$ cat src/rtl/sync_fifo_ovf_pkg.sv
// fifo_pkg: definitions shared by the sync_fifo_ovf design files.
//   fifo_mode_e : full-FIFO write policy (reject the write, or overwrite the oldest entry)
//   fifo_lvl_w  : width of an occupancy counter that can hold 0..depth
package fifo_pkg;

    typedef enum int {
        FIFO_MODE_REJECT    = 0,
        FIFO_MODE_OVERWRITE = 1
    } fifo_mode_e;

    // Occupancy can reach depth itself, so depth+1 distinct values are needed.
    function automatic int fifo_lvl_w(input int depth);
        return $clog2(depth + 1);
    endfunction

endpackage

$ cat src/rtl/sync_fifo_ovf_if.sv
// sync_fifo_ovf_if: the FIFO's request/response bundle.
//   master : producer/consumer side (drives clear, wr_en, wr_data, rd_en)
//   slave  : FIFO side (drives rd_data, rd_valid, flags, level, wr_drop, drop_cnt)
interface sync_fifo_ovf_if #(
    parameter int DATA_WIDTH = 32,
    parameter int DATA_DEPTH = 8,
    parameter int DROP_CNT_W = 16
);
    import fifo_pkg::*;

    localparam int LVL_W = fifo_lvl_w(DATA_DEPTH);

    logic                  clear;
    logic                  wr_en;
    logic [DATA_WIDTH-1:0] wr_data;
    logic                  rd_en;
    logic [DATA_WIDTH-1:0] rd_data;
    logic                  rd_valid;
    logic                  full;
    logic                  empty;
    logic                  almost_full;
    logic                  almost_empty;
    logic [LVL_W-1:0]      level;
    logic                  wr_drop;
    logic [DROP_CNT_W-1:0] drop_cnt;

    modport master (
        output clear, wr_en, wr_data, rd_en,
        input  rd_data, rd_valid, full, empty, almost_full, almost_empty,
               level, wr_drop, drop_cnt
    );

    modport slave (
        input  clear, wr_en, wr_data, rd_en,
        output rd_data, rd_valid, full, empty, almost_full, almost_empty,
               level, wr_drop, drop_cnt
    );

endinterface

$ cat src/rtl/sync_fifo_ovf_wrap_ptr.sv
// fifo_wrap_ptr: modulo-DEPTH pointer for any DEPTH >= 2.
//   clk, rst : clock, asynchronous active-high reset (pointer -> 0)
//   clr_i    : synchronous return to 0 (has priority over inc_i)
//   inc_i    : advance by one, wrapping DEPTH-1 -> 0
//   ptr_o    : current pointer value
module fifo_wrap_ptr #(
    parameter int DEPTH = 8,
    parameter int PTR_W = $clog2(DEPTH)
) (
    input  logic             clk,
    input  logic             rst,
    input  logic             clr_i,
    input  logic             inc_i,
    output logic [PTR_W-1:0] ptr_o
);

    localparam logic [PTR_W-1:0] PTR_LAST = PTR_W'(DEPTH - 1);

    logic [PTR_W-1:0] ptr_q, ptr_d;

    // Wrap by explicit compare so non-power-of-two depths never visit
    // the unused codes above DEPTH-1.
    always_comb begin
        ptr_d = ptr_q;
        if (clr_i) begin
            ptr_d = '0;
        end else if (inc_i) begin
            ptr_d = (ptr_q == PTR_LAST) ? '0 : ptr_q + 1'b1;
        end
    end

    always_ff @(posedge clk or posedge rst) begin
        if (rst) begin
            ptr_q <= '0;
        end else begin
            ptr_q <= ptr_d;
        end
    end

    assign ptr_o = ptr_q;

endmodule

$ cat src/rtl/sync_fifo_ovf.sv
// sync_fifo_ovf: any-depth synchronous FIFO with empty bypass, full read+write,
// optional overwrite-oldest mode, almost-full/empty thresholds, synchronous
// flush and a saturating drop counter.
//   clk, rst : clock (rising edge), asynchronous active-high reset
//   bus      : sync_fifo_ovf_if.slave
//              in : clear, wr_en, wr_data, rd_en
//              out: rd_data (registered), rd_valid, full, empty, almost_full,
//                   almost_empty, level, wr_drop, drop_cnt
module sync_fifo_ovf
    import fifo_pkg::*;
#(
    parameter int DATA_WIDTH = 32,
    parameter int DATA_DEPTH = 8,
    parameter int AF_THRESH  = 6,
    parameter int AE_THRESH  = 2,
    parameter int OVERWRITE  = FIFO_MODE_REJECT,
    parameter int DROP_CNT_W = 16
) (
    input logic             clk,
    input logic             rst,
    sync_fifo_ovf_if.slave  bus
);

    localparam int LVL_W  = fifo_lvl_w(DATA_DEPTH);
    localparam int PTR_W  = $clog2(DATA_DEPTH);
    localparam bit OVW_EN = (OVERWRITE == FIFO_MODE_OVERWRITE);

    localparam logic [LVL_W-1:0] LVL_FULL = LVL_W'(DATA_DEPTH);
    localparam logic [LVL_W-1:0] LVL_AF   = LVL_W'(AF_THRESH);
    localparam logic [LVL_W-1:0] LVL_AE   = LVL_W'(AE_THRESH);

    logic [DATA_WIDTH-1:0] mem [DATA_DEPTH];

    logic [LVL_W-1:0]      level_q, level_d;
    logic [DATA_WIDTH-1:0] rd_data_q, rd_data_d;
    logic                  rd_valid_q, rd_valid_d;
    logic                  wr_drop_q, wr_drop_d;
    logic [DROP_CNT_W-1:0] drop_cnt_q, drop_cnt_d;

    logic [PTR_W-1:0]      wr_ptr, rd_ptr;
    logic                  wr_inc, rd_inc, mem_we;
    logic                  full, empty;

    fifo_wrap_ptr #(.DEPTH(DATA_DEPTH), .PTR_W(PTR_W)) u_wr_ptr (
        .clk   (clk),
        .rst   (rst),
        .clr_i (bus.clear),
        .inc_i (wr_inc),
        .ptr_o (wr_ptr)
    );

    fifo_wrap_ptr #(.DEPTH(DATA_DEPTH), .PTR_W(PTR_W)) u_rd_ptr (
        .clk   (clk),
        .rst   (rst),
        .clr_i (bus.clear),
        .inc_i (rd_inc),
        .ptr_o (rd_ptr)
    );

    // Flags decode only the registered level.
    assign full  = (level_q == LVL_FULL);
    assign empty = (level_q == '0);

    always_comb begin
        mem_we     = 1'b0;
        wr_inc     = 1'b0;
        rd_inc     = 1'b0;
        level_d    = level_q;
        rd_data_d  = rd_data_q;
        rd_valid_d = 1'b0;
        wr_drop_d  = 1'b0;
        if (bus.clear) begin
            level_d = '0;
        end else begin
            unique case ({bus.wr_en, bus.rd_en})
                2'b10: begin
                    if (!full) begin
                        mem_we  = 1'b1;
                        wr_inc  = 1'b1;
                        level_d = level_q + 1'b1;
                    end else begin
                        wr_drop_d = 1'b1;
                        // Overwrite: advancing rd_ptr discards the oldest entry,
                        // and the slot it frees is exactly wr_ptr.
                        if (OVW_EN) begin
                            mem_we = 1'b1;
                            wr_inc = 1'b1;
                            rd_inc = 1'b1;
                        end
                    end
                end
                2'b01: begin
                    if (!empty) begin
                        rd_data_d  = mem[rd_ptr];
                        rd_valid_d = 1'b1;
                        rd_inc     = 1'b1;
                        level_d    = level_q - 1'b1;
                    end
                end
                2'b11: begin
                    if (empty) begin
                        // Bypass: the written word goes straight to rd_data.
                        rd_data_d  = bus.wr_data;
                        rd_valid_d = 1'b1;
                    end else begin
                        // When full rd_ptr == wr_ptr; the read samples the old
                        // word before the write lands at the same edge.
                        rd_data_d  = mem[rd_ptr];
                        rd_valid_d = 1'b1;
                        mem_we     = 1'b1;
                        wr_inc     = 1'b1;
                        rd_inc     = 1'b1;
                    end
                end
                default: ;
            endcase
        end
        drop_cnt_d = (wr_drop_d && (drop_cnt_q != '1)) ? drop_cnt_q + 1'b1 : drop_cnt_q;
    end

    always_ff @(posedge clk) begin
        if (mem_we) begin
            mem[wr_ptr] <= bus.wr_data;
        end
    end

    always_ff @(posedge clk or posedge rst) begin
        if (rst) begin
            level_q    <= '0;
            rd_data_q  <= '0;
            rd_valid_q <= 1'b0;
            wr_drop_q  <= 1'b0;
            drop_cnt_q <= '0;
        end else begin
            level_q    <= level_d;
            rd_data_q  <= rd_data_d;
            rd_valid_q <= rd_valid_d;
            wr_drop_q  <= wr_drop_d;
            drop_cnt_q <= drop_cnt_d;
        end
    end

    assign bus.rd_data      = rd_data_q;
    assign bus.rd_valid     = rd_valid_q;
    assign bus.full         = full;
    assign bus.empty        = empty;
    assign bus.almost_full  = (level_q >= LVL_AF);
    assign bus.almost_empty = (level_q <= LVL_AE);
    assign bus.level        = level_q;
    assign bus.wr_drop      = wr_drop_q;
    assign bus.drop_cnt     = drop_cnt_q;

endmodule

$ cat src/flat_wrapper.sv
// flat-port wrapper written by rule: the top's interface ports become plain ports
module sync_fifo_ovf_flat import fifo_pkg::*;
#(
    parameter int DATA_WIDTH = 32,
    parameter int DATA_DEPTH = 8,
    parameter int AF_THRESH  = 6,
    parameter int AE_THRESH  = 2,
    parameter int OVERWRITE  = FIFO_MODE_REJECT,
    parameter int DROP_CNT_W = 16
)
  (clk, rst, bus_clear, bus_wr_en, bus_wr_data, bus_rd_en, bus_rd_data, bus_rd_valid, bus_full, bus_empty, bus_almost_full, bus_almost_empty, bus_level, bus_wr_drop, bus_drop_cnt);
  sync_fifo_ovf_if #(.DATA_WIDTH(DATA_WIDTH), .DATA_DEPTH(DATA_DEPTH), .DROP_CNT_W(DROP_CNT_W)) bus_i ();
  input logic clk;
  input logic rst;
  input wire logic [$bits(bus_i.clear)-1:0] bus_clear;
  input wire logic [$bits(bus_i.wr_en)-1:0] bus_wr_en;
  input wire logic [$bits(bus_i.wr_data)-1:0] bus_wr_data;
  input wire logic [$bits(bus_i.rd_en)-1:0] bus_rd_en;
  output wire logic [$bits(bus_i.rd_data)-1:0] bus_rd_data;
  output wire logic [$bits(bus_i.rd_valid)-1:0] bus_rd_valid;
  output wire logic [$bits(bus_i.full)-1:0] bus_full;
  output wire logic [$bits(bus_i.empty)-1:0] bus_empty;
  output wire logic [$bits(bus_i.almost_full)-1:0] bus_almost_full;
  output wire logic [$bits(bus_i.almost_empty)-1:0] bus_almost_empty;
  output wire logic [$bits(bus_i.level)-1:0] bus_level;
  output wire logic [$bits(bus_i.wr_drop)-1:0] bus_wr_drop;
  output wire logic [$bits(bus_i.drop_cnt)-1:0] bus_drop_cnt;
  assign bus_i.clear = bus_clear;
  assign bus_i.wr_en = bus_wr_en;
  assign bus_i.wr_data = bus_wr_data;
  assign bus_i.rd_en = bus_rd_en;
  assign bus_rd_data = bus_i.rd_data;
  assign bus_rd_valid = bus_i.rd_valid;
  assign bus_full = bus_i.full;
  assign bus_empty = bus_i.empty;
  assign bus_almost_full = bus_i.almost_full;
  assign bus_almost_empty = bus_i.almost_empty;
  assign bus_level = bus_i.level;
  assign bus_wr_drop = bus_i.wr_drop;
  assign bus_drop_cnt = bus_i.drop_cnt;
  sync_fifo_ovf #(.DATA_WIDTH(DATA_WIDTH), .DATA_DEPTH(DATA_DEPTH), .AF_THRESH(AF_THRESH), .AE_THRESH(AE_THRESH), .OVERWRITE(OVERWRITE), .DROP_CNT_W(DROP_CNT_W)) u_core (.clk(clk), .rst(rst), .bus(bus_i));
endmodule
$ cat config.mk
export PLATFORM = sky130hd
export DESIGN_NAME = sync_fifo_ovf_flat
export DESIGN_NICKNAME = d
export VERILOG_FILES = /design/src/rtl/sync_fifo_ovf_pkg.sv /design/src/rtl/sync_fifo_ovf_if.sv /design/src/rtl/sync_fifo_ovf_wrap_ptr.sv /design/src/rtl/sync_fifo_ovf.sv /design/src/flat_wrapper.sv
export SDC_FILE = /design/constraint.sdc
export NUM_CORES = 1
export LEC_CHECK = 0
export CORE_ASPECT_RATIO = 0.9
export CORE_UTILIZATION = 52
export DETAILED_ROUTE_END_ITERATION = 8
export PLACE_DENSITY = 0.77
export SYNTH_ARGS = -nofsm -noshare
export SYNTH_HDL_FRONTEND = slang
export SYNTH_SLANG_ARGS = --single-unit
$ cat constraint.sdc
create_clock -name clk -period 4.14 [get_ports clk]
set_input_delay 0.828 -clock clk [delete_from_list [all_inputs] [get_ports clk]]
set_output_delay 0.828 -clock clk [all_outputs]
set_load 0.02 [all_outputs]
==> results of run 1 <==
==> worst max-delay path: cells and delay by family (launching register included) <==
kind	cells	cell delay [ps]
buf+inv	2	780
flops	1	510
simple gates	1	680
==> metrics by stage <==
stage / std cells / setup WS [ps] / area [um2] / util / hold WS (ps)
3_3_place_gp: 1082 / 690 / 13900 / 0.594 / 468
6_report: 1138 / 792 / 14900 / 0.636 / 487
2_1_floorplan: 704 / 594 / 12500 / - / 550
3_5_place_dp: 1082 / 585 / 13900 / 0.594 / 478
4_1_cts: 1138 / 800 / 14900 / 0.636 / 495
5_1_grt: 1138 / 706 / 14900 / 0.636 / 513
==> Yosys cell counts, drive strengths merged <==
cell | count | area share
or2 | 1 | 0.00050
inv | 5 | 0.0015
and4 | 2 | 0.0015
and3 | 4 | 0.0020
or3 | 2 | 0.0014
a22oi | 1 | 0.00060
o21a | 2 | 0.0012
mux2i | 3 | 0.0024
or4 | 1 | 0.00060
nand2 | 47 | 0.014
a41oi | 1 | 0.00070
buf | 13 | 0.0055
a21o | 1 | 0.00060
ha | 7 | 0.0070
and2 | 1 | 0.00050
nor3 | 9 | 0.0036
mux4 | 64 | 0.12
nor4 | 2 | 0.0020
xor2 | 7 | 0.0049
or3b | 1 | 0.00070
a211oi | 33 | 0.020
edfxtp | 256 | 0.61
nand4 | 4 | 0.0020
nand2b | 4 | 0.0020
clkbuf | 25 | 0.0075
nand3 | 8 | 0.0032
a21oi | 7 | 0.0028
o21ai | 68 | 0.028
dfrtp | 60 | 0.12
nor2 | 17 | 0.0051
xnor2 | 13 | 0.0091
a31oi | 1 | 0.00050
nor2b | 33 | 0.017
nor4b | 1 | 0.0019
==> registers in the layout, indices dropped and copies added, names as in the netlist <==
name / flops
u_core.bus.level: 4
u_core.u_rd_ptr.ptr_o: 3
u_core.bus.wr_drop: 1
u_core.mem: 256
u_core.bus.drop_cnt: 16
u_core.bus.rd_data: 32
u_core.u_wr_ptr.ptr_o: 3
u_core.bus.rd_valid: 1
==> worst paths after layout <==
check                                              startpoint                                  to  cells after the start
hold reg to reg            u_core.bus.rd_data[14]$_DFFE_PP0P_  u_core.bus.rd_data[14]$_DFFE_PP0P_                      2
setup reg to reg              u_core.bus.level[1]$_DFFE_PP0P_  u_core.bus.rd_data[11]$_DFFE_PP0P_                      6
hold / removal             u_core.bus.rd_data[14]$_DFFE_PP0P_  u_core.bus.rd_data[14]$_DFFE_PP0P_                      2
setup / recovery              u_core.bus.level[1]$_DFFE_PP0P_                           bus_empty                      3
min in group asynchronous                                 rst  u_core.bus.rd_data[23]$_DFFE_PP0P_                      2
max in group asynchronous                                 rst  u_core.bus.rd_data[18]$_DFFE_PP0P_                      3
==> power by group through the flow <==
stage	combinational [mW]	sequential, mW	clock (mW)
after floorplan	0.493	3.93	0
after global placement	1.05	3.85	0
after detailed placement	1.08	3.86	0
after CTS	1.09	3.80	2.76
after global routing	1.17	3.83	2.88
final	1.08	3.79	2.73
==> per-layer routing <==
metal  routed length [um]  global-route usage  vias to the layer above
li1                     -                   -                     2989
met1                11000               0.319                     3509
met2                12300               0.345                      283
met3                 1790              0.0361                       37
met4                  401              0.0486                        0
met5                    0                   0                        -
==> cell families after synthesis <==
| family | share of synthesized area |
|---|---|
| DFF | 0.735 |
| buffers and inverters | 0.0145 |
| AOI/OAI and AO/OA | 0.0546 |
| xor gates and xnor gates | 0.0140 |
| adders and majority gates | 0.00700 |
| and+or+nand+nor | 0.0576 |
| muxes | 0.118 |
==> area by class of cell <==
cell class | instances | area share
repair buffers | 114 | 0.0756
flip-flops and latches | 316 | 0.616
clock buffers | 38 | 0.0523
multi-input cells | 345 | 0.215
well taps | 302 | 0.0253
clock inverters | 18 | 0.0137
inverters | 5 | 0.00126
==> results.md, run 1 <==
| Parameter | Value | Unit |
| --- | --- | --- |
| Run status | finished, violations left | - |
| Violated checks | DRC | - |
| Number of fill cells in the layout | 1607 | - |
| Critical path cell sequence | or4_1, inv_1, clkdlybuf4s50_1 | - |
| PnR Total Power | 7.60 | mW |
| Number of nets produced by synthesis | 748 | - |
| Tightest Pin Transition | 1110 | ps |
| Number of buffers inserted by hold repair at cts | 0 | - |
| Share of cells above drive strength 1 | 0.177 | - |
| Via count of the first global-routing pass | 6997 | - |
| GP Congestion | 0.873 | - |
| Most common library cell in the layout ignoring fill and taps | sky130_fd_sc_hd__edfxtp_1 | - |
| Detailed Routing Iterations Pass 1 | 6 | - |
| Part of the total power dissipated in the clock network | 0.359 | - |
| Insertion delay to the later sink of the worst-skew pair | 560 | ps |
| H-Tree Depth | 1 | - |
| Setup TNS | 0 | ps |
| Highest-count cells in the layout ignoring fill and taps | 256 x sky130_fd_sc_hd__edfxtp_1, 94 x sky130_fd_sc_hd__clkdlybuf4s50_1, 64 x sky130_fd_sc_hd__mux4_2 | - |
| Peak supply drop | 0.471 | mV |
| Core Footprint | 23500 | um2 |
| Slowest cell on the critical path | sky130_fd_sc_hd__or4_1 | - |
| Worst-path clk slew | 60 | ps |
| Final critical path time including I/O delays and setup | 3350 | ps |
| Crit path launch type | flip-flop | - |
| Sequential share of the synthesized area | 0.735 | - |
| Crit end category | output port | - |
| Sequential Power Share | 0.499 | - |
| Clock tree buffer depth | 3 | - |
| Die width | 165 | um |
| Required time of the worst setup path | 3310 | ps |
| Final Cycle Share | 0.809 | - |
| Routed Wire Length | 25.6 | mm |
| Kind of path behind the tightest hold check | reg2reg | - |
| Number of core rows | 53 | - |
| Number of hold violations in the final report | 0 | - |
| Cell internal pwr | 5.72 | mW |
| Area overhead of the layout relative to synthesis | 19.3 | % |
| Global-route wire length before repair | 40.0 | mm |
| Number of gates resized after CTS | 0 | - |
| Combinational Power Share | 0.142 | - |
| Finish-stage setup viols | 0 | - |
| Data arrival time at the worst-slack endpoint | 2520 | ps |
| Pwr Density | 509 | nW/um2 |
| Critical Path Max Stage Delay | 680 | ps |
| Initial Util | 0.533 | - |
| Half-perimeter wire length of the detailed placement result | 15.0 | mm |
| Leakage | 4.97 | nW |
| Routed len/inst | 22.5 | um |
| Mapped Avg Cell Area | 17.8 | um2 |
| Seq cells post-synth | 316 | - |
| DR iter-0 viols | 820 | - |
| Total Die Area | 24700 | um2 |
| Clock tree from TritonCTS | yes | - |
| Post-CTS setup buffer count | 0 | - |
| Post-synthesis instance area | 12500 | um2 |
| Net count of the finished layout | 856 | - |
| Routed via count divided by cell count | 5.99 | - |
| # diodes | 0 | - |
| Final slew viol count | 0 | - |
| Type of the worst setup path | reg2out | - |
| Total via count in the routed design | 6818 | - |
| Worst Clk Skew | 27.9 | ps |
| Top-Level Pins | 95 | - |
| Die extent in y | 149 | um |
| RSZ-0062 raised after global routing | false | - |
| Max-slew headroom | 0.254 | - |
| Maximum number of pins on one net before global-route repair | 68 | - |
| Number of buffers created by CTS | 30 | - |
| Post-synthesis cell type count | 41 | - |
| Initial antenna violation count | 0 | - |
| Sequential cell area in the final layout | 9200 | um2 |
| Largest driver fanout on the critical path | 11 | - |
| Number of remaining DRC errors | 20 | - |
| Highest Clock Rate | 299 | MHz |
| Number of maximum-capacitance constraint violations | 0 | - |
| # clock sinks | 316 | - |
| GRT overflow | 0 | - |
| Antenna Violating Nets Remaining | 0 | - |
| Port bufs | 94 | - |
| Synthesized instance count | 704 | - |
| Power spent charging and discharging nets | 1.88 | mW |
| Worst setup slack for register-to-register paths | 1230 | ps |
| Root Buffer Master | sky130_fd_sc_hd__clkbuf_16 | - |
| Yosys warns | 0 | - |
| Area of the multi-input gates | 3210 | um2 |
| Fraction of power spent switching nets | 0.247 | - |
| GR Util All Layers | 0.217 | - |
Power figures use the tool's default switching activity.
==> run 2: changes to the inputs <==
- CORE_UTILIZATION: 52 -> 55
- PLACE_DENSITY: 0.77 -> 0.78
- clock period: 4.14 -> 3.5 ns (I/O delays scaled with it)
==> run 2 against run 1 <==
  * The run now ends clean
  * Sequential cell count unchanged
  * Combinational power up 25%
  * Wire length up 6.6%
  * Non-clock buffer count up 5
  * Worst setup slack worse by 420 ps
  * Design area up 0.43%
  * Critical path type unchanged
  * Critical endpoint unchanged
  * Largest power group unchanged
==> results.md, run 2 (synthesized netlist as in run 1, its figures left out) <==
| Parameter | Value | Unit | Delta |
| --- | --- | --- | --- |
| Run status | finished, final reports clean | - | was finished, violations left |
| GP Congestion | 0.765 | - | was 0.873 |
| Half-perimeter wire length of the detailed placement result | 15.6 | mm | was 15.0 mm |
| Tightest Pin Transition | 800 | ps | was 1110 ps |
| Number of gates resized after CTS | 0 | - | unchanged |
| Finish-stage setup viols | 0 | - | unchanged |
| Clock tree buffer depth | 3 | - | unchanged |
| Antenna Violating Nets Remaining | 0 | - | unchanged |
| Setup TNS | 0 | ps | unchanged |
| GR Util All Layers | 0.241 | - | was 0.217 |
| Core Footprint | 22000 | um2 | was 23500 um2 |
| Root Buffer Master | sky130_fd_sc_hd__clkbuf_16 | - | unchanged |
| RSZ-0062 raised after global routing | false | - | unchanged |
| Pwr Density | 602 | nW/um2 | was 509 nW/um2 |
| Worst-path clk slew | 60 | ps | about the same |
| Worst Clk Skew | 14.3 | ps | was 27.9 ps |
| Fin Hold WS | 489 | ps | was 487 ps |
| Net count of the finished layout | 860 | - | was 856 |
| Final Cycle Share | 0.893 | - |  |
| GRT overflow | 0 | - | unchanged |
| Area overhead of the layout relative to synthesis | 19.8 | % | was 19.3% |
| Total via count in the routed design | 6928 | - | was 6818 |
| Highest-count cells in the layout ignoring fill and taps | 256 x sky130_fd_sc_hd__edfxtp_1, 94 x sky130_fd_sc_hd__clkdlybuf4s50_1, 64 x sky130_fd_sc_hd__mux4_2 | - | unchanged |
| Routed len/inst | 24.1 | um | was 22.5 um |
| Highest Clock Rate | 320 | MHz |  |
| Routed Wire Length | 27.3 | mm | was 25.6 mm |
| Maximum number of pins on one net before global-route repair | 34 | - | was 68 |
| Routed via count divided by cell count | 6.14 | - | was 5.99 |
| Leakage | 5.01 | nW | was 4.97 nW |
| Kind of path behind the tightest hold check | reg2reg | - | unchanged |
| Initial antenna violation count | 0 | - | unchanged |
| Number of flip-flops in the largest register | 256 | - | unchanged |
| Required time of the worst setup path | 2800 | ps | was 3310 ps |
| Top-Level Pins | 95 | - | unchanged |
| # diodes | 0 | - | unchanged |
| Number of hold violations in the final report | 0 | - | unchanged |
| Max-slew headroom | 0.467 | - | was 0.254 |
| Final critical path time including I/O delays and setup | 3130 | ps |  |
| Crit end category | output port | - | unchanged |
| Clock tree from TritonCTS | yes | - | unchanged |
| Global-route wire length before repair | 42.6 | mm | was 40.0 mm |
| Number of buffers created by CTS | 29 | - | was 30 |
| Final slew viol count | 0 | - | unchanged |
| Post-CTS setup buffer count | 0 | - | unchanged |
| Number of remaining DRC errors | 0 | - | was 20 |
| DR iter-0 viols | 781 | - | was 820 |
| Crit path launch type | flip-flop | - | unchanged |
| Number of core rows | 51 | - | was 53 |
| Most common library cell in the layout ignoring fill and taps | sky130_fd_sc_hd__edfxtp_1 | - | unchanged |
| Share of cells above drive strength 1 | 0.185 | - | was 0.177 |
| Total Die Area | 23300 | um2 | was 24700 um2 |
| Data arrival time at the worst-slack endpoint | 2430 | ps | was 2520 ps |
| Top reg by flops | u_core.mem | - | unchanged |
| Insertion delay to the later sink of the worst-skew pair | 540 | ps | was 560 ps |
| Die extent in y | 145 | um | was 149 um |
| # clock sinks | 316 | - | unchanged |
| H-Tree Depth | 1 | - | unchanged |
| Via count of the first global-routing pass | 7284 | - | was 6997 |
| Peak supply drop | 0.386 | mV | was 0.471 mV |
| Number of buffers inserted by hold repair at cts | 0 | - | unchanged |
| Type of the worst setup path | reg2out | - | unchanged |
| Initial Util | 0.570 | - | was 0.533 |
| Number of maximum-capacitance constraint violations | 0 | - | unchanged |
| Detailed Routing Iterations Pass 1 | 5 | - | was 6 |
| Worst setup slack for register-to-register paths | 1060 | ps | was 1230 ps |
| Port bufs | 94 | - | unchanged |
| Die width | 161 | um | was 165 um |
| Largest driver fanout on the critical path | 11 | - | unchanged |
run 2: changes by cell type in the layout (fill, tap and decap cells not counted):
cell / before / now
sky130_fd_sc_hd__clkinv_2: 5 / 4
sky130_fd_sc_hd__buf_12: 3 / 7
sky130_fd_sc_hd__clkbuf_16: 30 / 29
sky130_fd_sc_hd__clkbuf_1: 8 / 5
sky130_fd_sc_hd__clkinv_1: 5 / 3
sky130_fd_sc_hd__clkbuf_8: 0 / 4
sky130_fd_sc_hd__clkinv_8: 1 / 0
sky130_fd_sc_hd__buf_4: 17 / 18
sky130_fd_sc_hd__clkinv_4: 1 / 0
sky130_fd_sc_hd__o21ai_2: 0 / 1
sky130_fd_sc_hd__o21ai_4: 2 / 1
sky130_fd_sc_hd__clkinvlp_4: 2 / 3
sky130_fd_sc_hd__inv_6: 0 / 1
run 2: stage by stage:
step	total power [mW]	std cells	cell area, um2	utilization	setup WS, ps
after floorplan	5.23	704	12500	-	82.2
after global placement	5.82	1076	14000	0.638	546
after detailed placement	5.87	1076	14000	0.638	458
after CTS	9.08	1129	15000	0.683	360
after global routing	9.34	1129	15000	0.683	265
final	9.03	1129	15000	0.683	373
run 2: routing by layer:
metal / track usage / wire (um) / vias to the layer above
met1: 0.344 / 11500 / 3610
met2: 0.402 / 13700 / 281
met5: 0 / 0 / -
li1: - / - / 2993
met4: 0.0495 / 461 / 0
met3: 0.0329 / 1580 / 44
run 2: path summary, 6_finish.rpt:
check,start,to,depth (start not counted)
min,u_core.bus.rd_data[11]$_DFFE_PP0P_,u_core.bus.rd_data[11]$_DFFE_PP0P_,2
min in group asynchronous,rst,u_core.bus.level[1]$_DFFE_PP0P_,2
max reg2reg,u_core.bus.level[1]$_DFFE_PP0P_,u_core.mem[3][28]$_DFFE_PP_,6
max,u_core.bus.level[1]$_DFFE_PP0P_,bus_empty,3
min reg2reg,u_core.bus.rd_data[11]$_DFFE_PP0P_,u_core.bus.rd_data[11]$_DFFE_PP0P_,2
max in group asynchronous,rst,u_core.bus.rd_data[7]$_DFFE_PP0P_,3
run 2: area by class of cell:
type	instances	area, um2
Clock buffer	38	800
Clock inverter	15	183
Fill cell	1424	6970
Inverter	5	18.8
Multi-Input combinational cell	345	3210
Sequential cell	316	9200
Tap cell	291	364
Timing Repair Buffer	119	1220
run 2: critical path, cell delays in order (launching register included):
cell	delay (ps)
sky130_fd_sc_hd__dfrtp_1	500
sky130_fd_sc_hd__or4_1	650
sky130_fd_sc_hd__inv_1	140
sky130_fd_sc_hd__clkdlybuf4s50_1	610
run 2: report_power, final:
| group | internal [mW] | total (mW) | leakage [nW] | switching (mW) |
|---|---|---|---|---|
| Clock | 1.90 | 3.23 | 0.474 | 1.32 |
| Combinational | 0.627 | 1.35 | 1.45 | 0.728 |
| Sequential | 4.28 | 4.44 | 3.08 | 0.166 |
| Total | 6.81 | 9.03 | 5.01 | 2.22 |
==> run 3: changes to the inputs <==
- CELL_PAD_IN_SITES_DETAIL_PLACEMENT: not set -> 0
- CELL_PAD_IN_SITES_GLOBAL_PLACEMENT: not set -> 1
- CORE_UTILIZATION: 55 -> 54
- PLACE_DENSITY: 0.78 -> 0.86
- SYNTH_HIERARCHICAL: not set -> 1
- clock period: 3.5 -> 3.9 ns (I/O delays scaled with it)
==> run 3 against run 2 <==
  * Design area up 0.53%
  * Critical endpoint is now u_core/mem[0][8]$_DFFE_PP_
  * Worst hold slack got worse by 13 ps
  * Highest routed layer unchanged
  * Die area up 2.3%
==> results.md, run 3 <==
| Parameter | Value | Unit | Delta |
| --- | --- | --- | --- |
| Run status | finished, final reports clean | - | unchanged |
| Net count of the finished layout | 852 | - | was 860 |
| Global-route wire length before repair | 38.6 | mm | was 42.6 mm |
| Number of buffers created by CTS | 30 | - | was 29 |
| Slowest cell on the critical path | sky130_fd_sc_hd__nor3_4 | - | was sky130_fd_sc_hd__or4_1 |
| Number of remaining DRC errors | 0 | - | unchanged |
| Clock tree buffer depth | 3 | - | unchanged |
| Number of hold violations in the final report | 0 | - | unchanged |
| Most common library cell in the layout ignoring fill and taps | sky130_fd_sc_hd__edfxtp_1 | - | unchanged |
| RSZ-0062 raised after global routing | false | - | unchanged |
| Final critical path time including I/O delays and setup | 3170 | ps |  |
| Post-synthesis instance area | 12600 | um2 | was 12500 um2 |
| Finish-stage setup viols | 0 | - | unchanged |
| Max-slew headroom | 0.204 | - | was 0.467 |
| Mapped Avg Cell Area | 18.0 | um2 | was 17.8 um2 |
| Post-route design area | 15100 | um2 | was 15000 um2 |
| # clock sinks | 316 | - | unchanged |
| Number of flops mapped to enable cells by yosys | 256 | - | unchanged |
| Post-CTS setup buffer count | 0 | - | unchanged |
| Sequential share of the synthesized area | 0.731 | - | was 0.735 |
| Number of gates resized after CTS | 0 | - | unchanged |
| Critical path cell sequence | clkdlybuf4s50_1, xor2_1, a21oi_1, nand2b_1, nor3_4, buf_4 | - | was or4_1, inv_1, clkdlybuf4s50_1 |
| Highest-count cells in the layout ignoring fill and taps | 256 x sky130_fd_sc_hd__edfxtp_1, 94 x sky130_fd_sc_hd__clkdlybuf4s50_1, 73 x sky130_fd_sc_hd__nand2_1 | - | was 256 x sky130_fd_sc_hd__edfxtp_1, 94 x sky130_fd_sc_hd__clkdlybuf4s50_1, 64 x sky130_fd_sc_hd__mux4_2 |
| Detailed Routing Iterations Pass 1 | 5 | - | unchanged |
| PnR Total Power | 7.96 | mW | was 9.03 mW |
| Minimum setup slack after placement | 186 | ps | was 458 ps |
| Fraction of synthesis flops using an asynchronous set or reset pin | 0.190 | - | unchanged |
| Number of fill cells in the layout | 1484 | - | was 1424 |
| Post-synthesis cell type count | 46 | - | was 41 |
| Maximum number of pins on one net before global-route repair | 67 | - | was 34 |
| Number of flip-flops in the largest register | 256 | - | unchanged |
| Routed Wire Length | 24.6 | mm | was 27.3 mm |
| PnR worst setup slack | 730 | ps | was 373 ps |
| Share of cells above drive strength 1 | 0.189 | - | was 0.185 |
| Seq cells post-synth | 316 | - | unchanged |
| Antenna Violating Nets Remaining | 0 | - | unchanged |
| DR iter-0 viols | 557 | - | was 781 |
| Number of maximum-capacitance constraint violations | 0 | - | unchanged |
| Die extent in y | 147 | um | was 145 um |
| Crit path launch type | primary input | - | was flip-flop |
| Crit end category | flip-flop | - | was output port |
| Total via count in the routed design | 6596 | - | was 6928 |
| Largest area contributor in the synthesized netlist | sky130_fd_sc_hd__edfxtp_1 | - | unchanged |
| Pwr Density | 528 | nW/um2 | was 602 nW/um2 |
| Top-Level Pins | 95 | - | unchanged |
| Kind of path behind the tightest hold check | reg2reg | - | unchanged |
| Clock tree from TritonCTS | yes | - | unchanged |
| Post-layout util | 0.665 | - | was 0.683 |
| Top post-synthesis cells by count | 256 x sky130_fd_sc_hd__edfxtp_1, 73 x sky130_fd_sc_hd__nand2_1, 64 x sky130_fd_sc_hd__mux4_2 | - | was 256 x sky130_fd_sc_hd__edfxtp_1, 64 x sky130_fd_sc_hd__mux4_2, 60 x sky130_fd_sc_hd__dfrtp_1 |
| Insertion delay to the later sink of the worst-skew pair | 550 | ps | was 540 ps |
| Final Instance Count excl. Fillers | 1129 | - | unchanged |
| Main synth FF type | sky130_fd_sc_hd__edfxtp_1 | - | unchanged |
| Share of Yosys cell area claimed by the top area cell type | 0.612 | - | was 0.615 |
| Routed len/inst | 21.8 | um | was 24.1 um |
| Number of core rows | 52 | - | was 51 |
| Die width | 163 | um | was 161 um |
| Type of the worst setup path | in2reg | - | was reg2out |
| Largest driver fanout on the critical path | 10 | - | was 11 |
| Data arrival time at the worst-slack endpoint | 3420 | ps | was 2430 ps |
| Number of cells in the design after placement | 1073 | - | was 1076 |
| Port bufs | 94 | - | unchanged |
| Root Buffer Master | sky130_fd_sc_hd__clkbuf_16 | - | unchanged |
| Number of nets produced by synthesis | 741 | - | was 748 |
| Synthesized instance count | 697 | - | was 704 |
| Core Footprint | 22600 | um2 | was 22000 um2 |
| Initial antenna violation count | 0 | - | unchanged |
| Routed via count divided by cell count | 5.84 | - | was 6.14 |
| Area overhead of the layout relative to synthesis | 19.8 | % | about the same |
| H-Tree Depth | 1 | - | unchanged |
| Tightest Pin Transition | 1190 | ps | was 800 ps |
| Half-perimeter wire length of the detailed placement result | 14.6 | mm | was 15.6 mm |
| Peak supply drop | 0.396 | mV | was 0.386 mV |
| Highest Clock Rate | 315 | MHz |  |
| Most frequent cell after synthesis | sky130_fd_sc_hd__edfxtp_1 | - | unchanged |
| GRT overflow | 0 | - | unchanged |
| Via count of the first global-routing pass | 6767 | - | was 7284 |
| Final Cycle Share | 0.813 | - |  |
| Post-Place Cell Area | 14000 | um2 | about the same |
| Worst-path clk slew | 70 | ps | was 60 ps |
| Leakage | 5.11 | nW | was 5.01 nW |
| Total Die Area | 23900 | um2 | was 23300 um2 |
| Largest cells by area after synthesis | sky130_fd_sc_hd__edfxtp_1 61%, sky130_fd_sc_hd__dfrtp_1 12%, sky130_fd_sc_hd__mux4_2 11% | - | was sky130_fd_sc_hd__edfxtp_1 61%, sky130_fd_sc_hd__dfrtp_1 12%, sky130_fd_sc_hd__mux4_2 12% |
| Number of buffers inserted by hold repair at cts | 0 | - | unchanged |
| Final slew viol count | 0 | - | unchanged |
| Worst Clk Skew | 13.4 | ps | was 14.3 ps |
| Fin Hold WS | 476 | ps | was 489 ps |
| Required time of the worst setup path | 4150 | ps | was 2800 ps |
| Top reg by flops | u_core/mem | - | was u_core.mem |
| Initial Util | 0.555 | - | was 0.570 |
| # diodes | 0 | - | unchanged |
| GP Congestion | 0.792 | - | was 0.765 |
| GR Util All Layers | 0.214 | - | was 0.241 |
| Setup TNS | 0 | ps | unchanged |
| Yosys warns | 6 | - | was 0 |
| Critical Path Max Stage Delay | 670 | ps | was 650 ps |
-- run 3: cell types whose count changed in the layout (fill, tap and decap cells not counted), sizes merged, moves of 3 or more --
cell / previous run / this run
a211oi: 33 / 2
buf: 25 / 19
clkinv: 7 / 10
clkinvlp: 3 / 0
mux2i: 3 / 38
nand2: 47 / 74
nand2b: 4 / 9
nand3: 8 / 4
nor2: 17 / 21
nor2b: 33 / 1
o21ai: 68 / 65
xnor2: 13 / 10
-- run 3: worst max-delay path, delay by kind of cell --
kind / cells / cell delay, ps
AOI/OAI and AO/OA: 1 / 510
xor gates and xnor gates: 1 / 230
buffers and inverters: 2 / 850
and+or+nand+nor: 2 / 1030
-- run 3: final cells by class --
type	count	area, um2	share of cell area
clock buffers	40	830	0.0551
multi-input cells	339	3250	0.216
clock inverters	16	229	0.0152
flip-flops and latches	316	9200	0.610
inverters	8	30.0	0.00199
well taps	297	372	0.0247
repair buffers	113	1160	0.0769
-- run 3: path summary, 6_finish.rpt --
kind,startpoint,to,slack [ps],cells past startpoint
min in group asynchronous,rst,u_core/u_rd_ptr/ptr_o[1]$_DFFE_PP0P_,540,2
max reg2reg,u_core/bus.level[3]$_DFFE_PP0P_,u_core/mem[0][8]$_DFFE_PP_,1030,5
min,u_core/bus.rd_data[19]$_DFFE_PP0P_,u_core/bus.rd_data[19]$_DFFE_PP0P_,480,2
min reg2reg,u_core/bus.rd_data[19]$_DFFE_PP0P_,u_core/bus.rd_data[19]$_DFFE_PP0P_,480,2
max,bus_rd_en,u_core/mem[0][8]$_DFFE_PP_,730,6
max in group asynchronous,rst,u_core/bus.rd_data[16]$_DFFE_PP0P_,2260,3
-- run 3: logic make-up (layout without fill, tap and decap cells) --
group | after synthesis | count (layout) | synth area share
muxes | 103 | 103 | 0.146
xor gates and xnor gates | 17 | 17 | 0.0118
AOI/OAI and AO/OA | 81 | 81 | 0.0362
buffers and inverters | 42 | 177 | 0.0162
DFF | 316 | 316 | 0.731
and+or+nand+nor | 131 | 131 | 0.0519
adders and majority gates | 7 | 7 | 0.00697
-- run 3: per-layer routing --
metal	vias to the layer above	wire, um	global-route usage
met5	-	0	0
met1	3315	10300	0.313
met4	0	478	0.0542
met3	42	1780	0.0282
met2	290	12100	0.346
li1	2949	-	-
-- run 3: where the power goes --
part	internal [mW]	switching, mW	leakage [nW]
clock network	1.89	1.19	0.519
registers	3.81	0.127	3.07
logic	0.437	0.498	1.51
total	6.14	1.82	5.11
